$ cat config.mk
export PLATFORM = sky130hd
export DESIGN_NAME = if_fetch_ctrl
export DESIGN_NICKNAME = d
export VERILOG_FILES = /design/src/rtl/if_pkg.sv /design/src/rtl/if_wait_timer.sv /design/src/rtl/if_fetch_ctrl.sv
export SDC_FILE = /design/constraint.sdc
export NUM_CORES = 1
export LEC_CHECK = 0
export CORE_ASPECT_RATIO = 0.8
export CORE_UTILIZATION = 35
export CTS_CLUSTER_DIAMETER = 60
export DETAILED_ROUTE_END_ITERATION = 7
export PLACE_DENSITY_LB_ADDON = 0.12
export SETUP_SLACK_MARGIN = 0.15
export SYNTH_ARGS = -nofsm -noshare
export SYNTH_HDL_FRONTEND = slang
export SYNTH_SLANG_ARGS = --single-unit
$ cat constraint.sdc
create_clock -name CLOCK -period 2.5 [get_ports CLOCK]
set_clock_uncertainty 0.05 [all_clocks]
set_input_delay 0.75 -clock CLOCK [delete_from_list [all_inputs] [get_ports CLOCK]]
set_output_delay 0.75 -clock CLOCK [all_outputs]
set_load 0.005 [all_outputs]
$ cat src/rtl/if_pkg.sv
// Shared constants for the instruction-fetch controller: state encoding,
// timeout default, fetch word width and the zero instruction.
package if_pkg;

  localparam int unsigned XLEN           = 32;
  localparam int unsigned STALL_W        = 16;
  localparam int unsigned WAIT_LIMIT_DEF = 15;

  localparam logic [1:0] ST_BOOT  = 2'd0;
  localparam logic [1:0] ST_FETCH = 2'd1;
  localparam logic [1:0] ST_HOLD  = 2'd2;
  localparam logic [1:0] ST_ERR   = 2'd3;

  localparam logic [XLEN-1:0] INSTR_NOP = '0;

  // Any taken branch or non-zero jump code redirects the PC.
  function automatic logic is_redir(input logic       pcsrc,
                                    input logic [1:0] jump,
                                    input logic [1:0] rjump);
    return pcsrc | (|jump) | (|rjump);
  endfunction

endpackage

$ cat src/rtl/if_wait_timer.sv
// Counts consecutive un-acknowledged request cycles; flags the cycle in which
// the count would reach LIMIT.
module if_wait_timer
  import if_pkg::*;
#(
  parameter int unsigned LIMIT = WAIT_LIMIT_DEF
) (
  input  logic clk_i,
  input  logic rst_ni,
  input  logic req_i,
  input  logic ack_i,
  output logic timeout_c
);

  localparam int unsigned CW = $clog2(LIMIT + 1);

  logic [CW-1:0] cnt_q, cnt_d;

  always_comb begin
    cnt_d = cnt_q;
    if (!req_i || ack_i) begin
      cnt_d = '0;
    end else if (cnt_q != CW'(LIMIT)) begin
      cnt_d = cnt_q + CW'(1);
    end
  end

  assign timeout_c = req_i && !ack_i && (cnt_q == CW'(LIMIT - 1));

  always_ff @(posedge clk_i or negedge rst_ni) begin
    if (!rst_ni) begin
      cnt_q <= '0;
    end else begin
      cnt_q <= cnt_d;
    end
  end

endmodule

$ cat src/rtl/if_fetch_ctrl.sv
// IF-stage fetch controller: issues instruction-memory requests, handles
// stalls, redirects with in-flight discard, and a sticky fetch timeout.
module if_fetch_ctrl
  import if_pkg::*;
#(
  parameter int unsigned WAIT_LIMIT = WAIT_LIMIT_DEF
) (
  input  logic               CLOCK,
  input  logic               RESET,
  input  logic               STALL_ID,
  input  logic               PCSRC,
  input  logic [1:0]         JUMP,
  input  logic [1:0]         RJUMP,
  input  logic [XLEN-1:0]    PC_CUR,
  output logic               IMEM_REQ,
  output logic [XLEN-1:0]    IMEM_ADDR,
  input  logic               IMEM_ACK,
  input  logic [XLEN-1:0]    IMEM_RDATA,
  output logic               PC_WRITE,
  output logic               FLUSH_IF,
  output logic               IF_VALID,
  output logic [XLEN-1:0]    IF_INSTR,
  output logic               FETCH_ERR,
  output logic [STALL_W-1:0] STALL_CNT
);

  logic [1:0]         state_q, state_d;
  logic [XLEN-1:0]    addr_q, addr_d;
  logic [XLEN-1:0]    instr_q, instr_d;
  logic [XLEN-1:0]    hold_q, hold_d;
  logic               issued_q, issued_d;
  logic               drop_q, drop_d;
  logic               valid_q, valid_d;
  logic               err_q, err_d;
  logic [STALL_W-1:0] stall_cnt_q, stall_cnt_d;
  logic               redir_c, pc_write_c, flush_c, timeout_c, in_fetch_c;

  assign redir_c    = is_redir(PCSRC, JUMP, RJUMP);
  assign in_fetch_c = (state_q == ST_FETCH);

  if_wait_timer #(
    .LIMIT(WAIT_LIMIT)
  ) u_wait_timer (
    .clk_i    (CLOCK),
    .rst_ni   (RESET),
    .req_i    (in_fetch_c),
    .ack_i    (IMEM_ACK),
    .timeout_c(timeout_c)
  );

  // Next-state and per-cycle control decisions.
  always_comb begin
    state_d     = state_q;
    addr_d      = addr_q;
    instr_d     = instr_q;
    hold_d      = hold_q;
    issued_d    = issued_q;
    drop_d      = drop_q;
    valid_d     = valid_q;
    err_d       = err_q;
    stall_cnt_d = stall_cnt_q;
    pc_write_c  = 1'b0;
    flush_c     = 1'b0;

    case (state_q)
      ST_BOOT: begin
        flush_c    = redir_c;
        pc_write_c = redir_c;
        valid_d    = 1'b0;
        state_d    = ST_FETCH;
      end
      ST_FETCH: begin
        flush_c    = redir_c;
        pc_write_c = redir_c;
        if (!issued_q) begin
          addr_d = PC_CUR;
        end
        if (timeout_c) begin
          state_d  = ST_ERR;
          err_d    = 1'b1;
          valid_d  = 1'b0;
          drop_d   = 1'b0;
          issued_d = 1'b0;
        end else if (IMEM_ACK) begin
          issued_d = 1'b0;
          drop_d   = 1'b0;
          if (redir_c || drop_q) begin
            valid_d = 1'b0;
          end else if (STALL_ID) begin
            hold_d  = IMEM_RDATA;
            state_d = ST_HOLD;
          end else begin
            pc_write_c = 1'b1;
            instr_d    = IMEM_RDATA;
            valid_d    = 1'b1;
          end
        end else begin
          // Request stays up with its latched address; a redirect only marks it stale.
          issued_d = 1'b1;
          valid_d  = 1'b0;
          if (redir_c) begin
            drop_d = 1'b1;
          end
        end
      end
      ST_HOLD: begin
        flush_c = redir_c;
        if (redir_c) begin
          pc_write_c = 1'b1;
          hold_d     = INSTR_NOP;
          valid_d    = 1'b0;
          state_d    = ST_FETCH;
        end else if (!STALL_ID) begin
          pc_write_c = 1'b1;
          instr_d    = hold_q;
          valid_d    = 1'b1;
          state_d    = ST_FETCH;
        end
      end
      default: begin
        state_d = ST_ERR;
      end
    endcase

    if ((state_q == ST_FETCH || state_q == ST_HOLD) && !pc_write_c && (stall_cnt_q != '1)) begin
      stall_cnt_d = stall_cnt_q + STALL_W'(1);
    end
  end

  always_ff @(posedge CLOCK or negedge RESET) begin
    if (!RESET) begin
      state_q     <= ST_BOOT;
      addr_q      <= '0;
      instr_q     <= INSTR_NOP;
      hold_q      <= INSTR_NOP;
      issued_q    <= 1'b0;
      drop_q      <= 1'b0;
      valid_q     <= 1'b0;
      err_q       <= 1'b0;
      stall_cnt_q <= '0;
    end else begin
      state_q     <= state_d;
      addr_q      <= addr_d;
      instr_q     <= instr_d;
      hold_q      <= hold_d;
      issued_q    <= issued_d;
      drop_q      <= drop_d;
      valid_q     <= valid_d;
      err_q       <= err_d;
      stall_cnt_q <= stall_cnt_d;
    end
  end

  // First request cycle presents the live PC; later cycles hold the latched one.
  assign IMEM_REQ  = in_fetch_c;
  assign IMEM_ADDR = (in_fetch_c && !issued_q) ? PC_CUR : addr_q;
  assign PC_WRITE  = pc_write_c & RESET;
  assign FLUSH_IF  = flush_c & RESET;
  assign IF_VALID  = valid_q;
  assign IF_INSTR  = instr_q;
  assign FETCH_ERR = err_q;
  assign STALL_CNT = stall_cnt_q;

endmodule

After elaboration in Yosys (flattened, before gate mapping)
Cells that the tools add are included.
{ "word_totals": {"regBits": 122, "in_bits": 73, "output_inout_bits": 85} }
{ "classes": {"addsub": 2, "n_eq_ne": 17, "n_mux": 42, "n_bitwise": 5, "n_reduce_logical": 26} }
{ "op_table": {"columns": ["operator", "count"], "rows": [
  ["two-way mux 32 bit", 12],
  ["one-hot mux 32 bit (2 select lines)", 2],
  ["two-way mux 1 bit", 17],
  ["adder 16 x 1 -> 16 bit, second input constant", 1],
  ["inequality test 16 bit, second input constant", 1],
  ["inequality test 2 bit, second input constant", 8],
  ["two-way mux 2 bit", 6],
  ["inequality test 3 bit, second input constant", 4],
  ["two-way mux 4 bit", 2],
  ["AND reduction 7 bit", 1],
  ["one-hot mux 1 bit (3 select lines)", 2],
  ["one-hot mux 2 bit (3 select lines)", 1],
  ["AND reduction 2 bit", 3],
  ["AND reduction 6 bit", 1],
  ["nonzero test 3 bit", 2],
  ["logical AND 1 bit", 5],
  ["adder 4 x 1 -> 4 bit, second input constant", 1],
  ["equality test 4 bit, second input constant", 1],
  ["logical NOT 1 bit", 4],
  ["inequality test 4 bit, second input constant", 1],
  ["AND reduction 4 bit", 1],
  ["nonzero test 2 bit", 2],
  ["OR reduction 2 bit", 2],
  ["logical OR 1 bit", 3],
  ["7 further kinds", 9]
]} }

Logic depth before layout (Yosys ltp)
{ "logic_depth": {"depth_word": 11, "depth_mapped": 8, "depth_no_buf": 7} }

Cells and area by module
A second synthesis with hierarchy kept.
{ "hier_totals": {"hier_cells": 431, "area_unflattened_um2": 5307.6} }
{ "by_module_without_submodules": {"columns": ["mod", "n_inst", "cells_per_inst", "area_per_inst_um2", "seq_area_each_um2"], "rows": [
  ["if_fetch_ctrl", 1, 407, 5062.4, 2952.8],
  ["if_wait_timer", 1, 24, 245.2, 100.1]
]} }

Least setup slack after synthesis
No wires, ideal clock.
{ "synth_timing": {"path_kind": "input to output", "from": "in JUMP[0]", "to": "out PC_WRITE", "t_arrival_ns": 1.845, "path_slack_ns": -0.145, "cell_stages": 5, "path_cell_list": "or4_4 -> nor2_1 -> a22oi_1 -> nor2_1 -> nor4b_1"} }
{ "synth_via": {"elab_chain_len": 9, "elab_cells_between_ends": 11, "cone_classes": "mux (6); bitwise (3); reduce/logical (2)"} }
{ "synth_rtl": {"columns": ["element", "line_no", "rtl"], "rows": [
  ["from (decl)", "if_fetch_ctrl.sv:12", "input logic [1:0] JUMP,"],
  ["OR reduction 2 bit (*)", "if_pkg.sv:20", "return pcsrc | (|jump) | (|rjump);"],
  ["OR 1 bit (*) (2 in a row)", "if_pkg.sv:20", null],
  ["two-way mux 1 bit / logical OR 1 bit (equally long branches)", "if_fetch_ctrl.sv:89, if_fetch_ctrl.sv:87", null],
  ["two-way mux 1 bit", "if_fetch_ctrl.sv:87", "if (redir_c || drop_q) begin"],
  ["two-way mux 1 bit", "if_fetch_ctrl.sv:84", "end else if (IMEM_ACK) begin"],
  ["two-way mux 1 bit", "if_fetch_ctrl.sv:78", "if (timeout_c) begin"],
  ["one-hot mux 1 bit (3 select lines) (*)", "if_fetch_ctrl.sv:65", "case (state_q)"],
  ["bitwise AND 1 bit (*)", "if_fetch_ctrl.sv:157", "assign PC_WRITE = pc_write_c & RESET;"],
  ["to (decl)", "if_fetch_ctrl.sv:19", "output logic PC_WRITE,"]
]} }
Mark *: on every way between the ends. The rest lies on a longest branch, timed or not.

Worst setup path in the final report
{ "layout_timing": {"from": "in RJUMP[1]", "to": "out PC_WRITE"} }
{ "layout_via": {"elab_chain_len": 8, "elab_cells_between_ends": 10, "cone_classes": "mux (6); bitwise (2); reduce/logical (2)"} }
{ "layout_rtl": {"columns": ["element", "line_no", "rtl"], "rows": [
  ["from (decl)", "if_fetch_ctrl.sv:13", "input logic [1:0] RJUMP,"],
  ["OR reduction 2 bit (*)", "if_pkg.sv:20", null],
  ["OR 1 bit (*)", "if_pkg.sv:20", null],
  ["two-way mux 1 bit / logical OR 1 bit (equally long branches)", "if_fetch_ctrl.sv:89, if_fetch_ctrl.sv:87", null],
  ["two-way mux 1 bit", "if_fetch_ctrl.sv:87", null],
  ["two-way mux 1 bit", "if_fetch_ctrl.sv:84", null],
  ["two-way mux 1 bit", "if_fetch_ctrl.sv:78", null],
  ["one-hot mux 1 bit (3 select lines) (*)", "if_fetch_ctrl.sv:65", null],
  ["bitwise AND 1 bit (*)", "if_fetch_ctrl.sv:157", null]
]} }
Marks and branches as above.

==> flow_summary.toml <==
[yosys]
synth_top_family_by_area = "multiplexers"
synth_cells = 453
synth_top_area_cell = "dfrtp_1"
synth.area.mux_share_pct = 14.2
synth_area_leaders = "dfrtp_1 (57%), mux2_2 (14%), a21oi_1 (6.2%)"
ys_seq_area_share_pct = 56.7
postSynthNetCount = 534
compound_cell_area_share_of_the_yosys_netlist_pct = 8.78
synth_adder_area_share_pct = 1.86
synth_xor_xnor_area_share_pct = 2.44
ys_ff_latch = 122
mapped_area_sq_um = 5390
ys_warn_count = 0
yosysTopAreaCellShare_pct = 56.7
synthSimpleGateAreaFrac_pct = 13.1
synth_area_per_cell_sq_um = 11.9
netlist-cell-type-count = 42

[floorplanning]
start_util_pct = 35.9
dieHeight_um = 113
floorplan.io_pins = 158
core.rowCount = 40
die-width_um = 141
core_area_sq_um = 15000
die_area_sq_um = 15900

[cts]
worstSkewPairLatency_ns = 0.41
cts.path.max_buffers = 2
clock-sinks = 122
ctsRootBufferMaster = "clkbuf_16"
cts_hold_buf = 0
cts-buffers-inserted = 17
cts_htree_levels = 4
clock_tree_from_tritoncts = "built"
cts.reportedPaths.clkPinSlew_ns = 0.05

[run_status]
status = "complete, but fails checks"
violations_in_the_final_reports = "negative setup slack"

[timing]
rsz0062_at_grt = "true"
max_slew.worst_pin.slew_ns = 0.864
worst_setup_slack_after_layout_ns = -0.305
holdWs_ns = 0.371
report.final.slew_viol_count = 0
final-setup-viol-count = 98
timing.fmax_mhz = 357
period_utilization_pct = 112
hold_viol_final = 0
timing.final.crit_period_ns = 2.81
timing.slew.headroom_pct = 42.4

[flow_run]
drv_cap = 0

[place]
final_replace_weighted_congestion = 0.771
placed_cell_area_sq_um = 7390
dp_hpwl_mm = 8.58
worst_slack_placed_ns = -0.974
buffer_ports.inserted = 157

[layout]
layout_common_cells = "dfrtp_1 (122), clkdlybuf4s50_1 (115), mux2_4 (66)"
fraction_of_layout_instances_using_a_drive_strength_above_1_pct = 40.1
layout.cell_area.non_filler_sq_um = 9210
finalCoreUtilization_pct = 61.3
fillerInstances = 1173
area_growth_syn_to_layout_pct = 70.9
mostFrequentLayoutCell = "dfrtp_1"
final_nets = 764
antenna-diode-count = 0

[worst_setup_path]
cp-start-kind = "primary input"
worst_ep_arrival_time_ns = 2.01
cp_max_fo = 3
setup.worst_path.end_class = "output port"
cp.required_ns = 1.70
worst_r2r_startpoint = "state_q[0]"
timing_startpoint_of_the_critical_path = "RJUMP[1]"
critical_path_class = "in -> out"
setup_slack_on_the_worst_flop_to_flop_path_ns = 0.20

[min_path]
hp-class = "in -> async"

[route]
post_route_ant_nets = 0
route.vias.total = 4424
route.detailed.vias_per_inst = 5.00
drt-pass1-iter-count = 4
wirelength_mm = 15.3
drt_iter0_markers = 191
drc_errors = 0
drt-wirelength-per-cell_um = 17.3

[global_routing]
track_usage_pct = 18.3
grt_start_max_net_pins = 69
first_global_vias = 4376
antenna_found_initial = 0
global_route.overflow_total = 0
wire_length_of_the_first_global_routing_pass_mm = 22.4

[power_and_ir_drop]
p_leak_uw = 0.00410
powerDensity_nw_per_um2 = 1370
max-vdd-ir-drop_mv = 0.775
## critical path: stages
cell	delay [ns]
buf_6	0.09
or4_4	0.56
o21ai_1	0.17
a22oi_1	0.10
nor2_1	0.12
nor4b_2	0.07
buf_2	0.15
## per-stage QoR
stage / instances / total power (uW) / setup TNS [ns]
floorplan: 453 / 5610 / -1.91
global placement: 810 / 7790 / -53.90
detailed placement: 810 / 7850 / -55.75
CTS: 864 / 11700 / -15.08
global route: 885 / 13300 / -28.00
finish: 885 / 12600 / -22.12
## timing repair
action,4_1_cts,5_1_grt
pin swaps,9,19
setup buffers,16,15
resized for setup,243,113
cloned,6,7
endpoints found under the hold margin,0,0
endpoints found under the setup margin,115,110
## sequential cells by signal, indices dropped and copies added, names as in the netlist
signal,flops
FETCH_ERR,1
drop_q,1
IF_VALID,1
addr_q,32
hold_q,32
state_q,2
IF_INSTR,32
STALL_CNT,16
issued_q,1
u_wait_timer.cnt_q,4
## layer usage
layer,global-route usage (%),routed length [um],vias up
met5,0,0,-
met4,4.64,116,0
met3,9.27,1310,10
met2,27.8,7050,144
met1,23.0,6820,2210
li1,-,-,2060
## cell usage after synthesis, drive strengths merged
| master | count |
|---|---|
| a31oi | 3 |
| nand4b | 1 |
| nand2 | 6 |
| xnor2 | 15 |
| or2 | 1 |
| a211oi | 1 |
| a22oi | 2 |
| nor4b | 1 |
| o41ai | 1 |
| and4 | 4 |
| o32a | 1 |
| clkbuf | 13 |
| and2 | 2 |
| nand2b | 5 |
| or4 | 1 |
| mux2i | 1 |
| nor2b | 32 |
| nor3 | 4 |
| o22a | 1 |
| o31a | 1 |
| mux2 | 67 |
| nor2 | 46 |
| o21ai | 2 |
| and2b | 1 |
| nand4 | 8 |
| a2111oi | 1 |
| buf | 10 |
| a221oi | 1 |
| inv | 5 |
| o21bai | 1 |
| and3 | 6 |
| nand3 | 10 |
| ha | 8 |
| dfrtp | 122 |
| nor3b | 2 |
| a21oi | 67 |
## where the power goes
part	internal [uW]	switching, uW
registers	2840	476
clock network	1580	884
logic	4240	2560
## cells by family (layout without fill, tap and decap cells)
kind of cell / after synthesis / count (layout)
compound gates: 82 / 83
buf+inv: 28 / 270
xor+xnor: 15 / 15
fa+ha+maj: 8 / 8
simple gates: 130 / 130
mux: 68 / 68
flops: 122 / 122
## layout make-up
| class | instances | area [sq um] | share of cell area, % |
|---|---|---|---|
| Clock buffer | 19 | 443 | 4.81 |
| Multi-Input combinational cell | 304 | 2740 | 29.7 |
| Clock inverter | 13 | 151 | 1.64 |
| Inverter | 5 | 21.3 | 0.231 |
| Tap cell | 189 | 236 | 2.57 |
| Timing Repair Buffer | 233 | 2560 | 27.9 |
| Sequential cell | 122 | 3050 | 33.2 |
## final timing paths
kind,endpoint,depth (start not counted)
worst max register to register,STALL_CNT[15],9
min in group CLOCK,STALL_CNT[10],1
worst max-delay path,PC_WRITE,7
worst min register to register,STALL_CNT[10],1
worst min-delay path,hold_q[10],2
max in group asynchronous,addr_q[4],2
No activity file was read; power rests on OpenSTA's default activity.
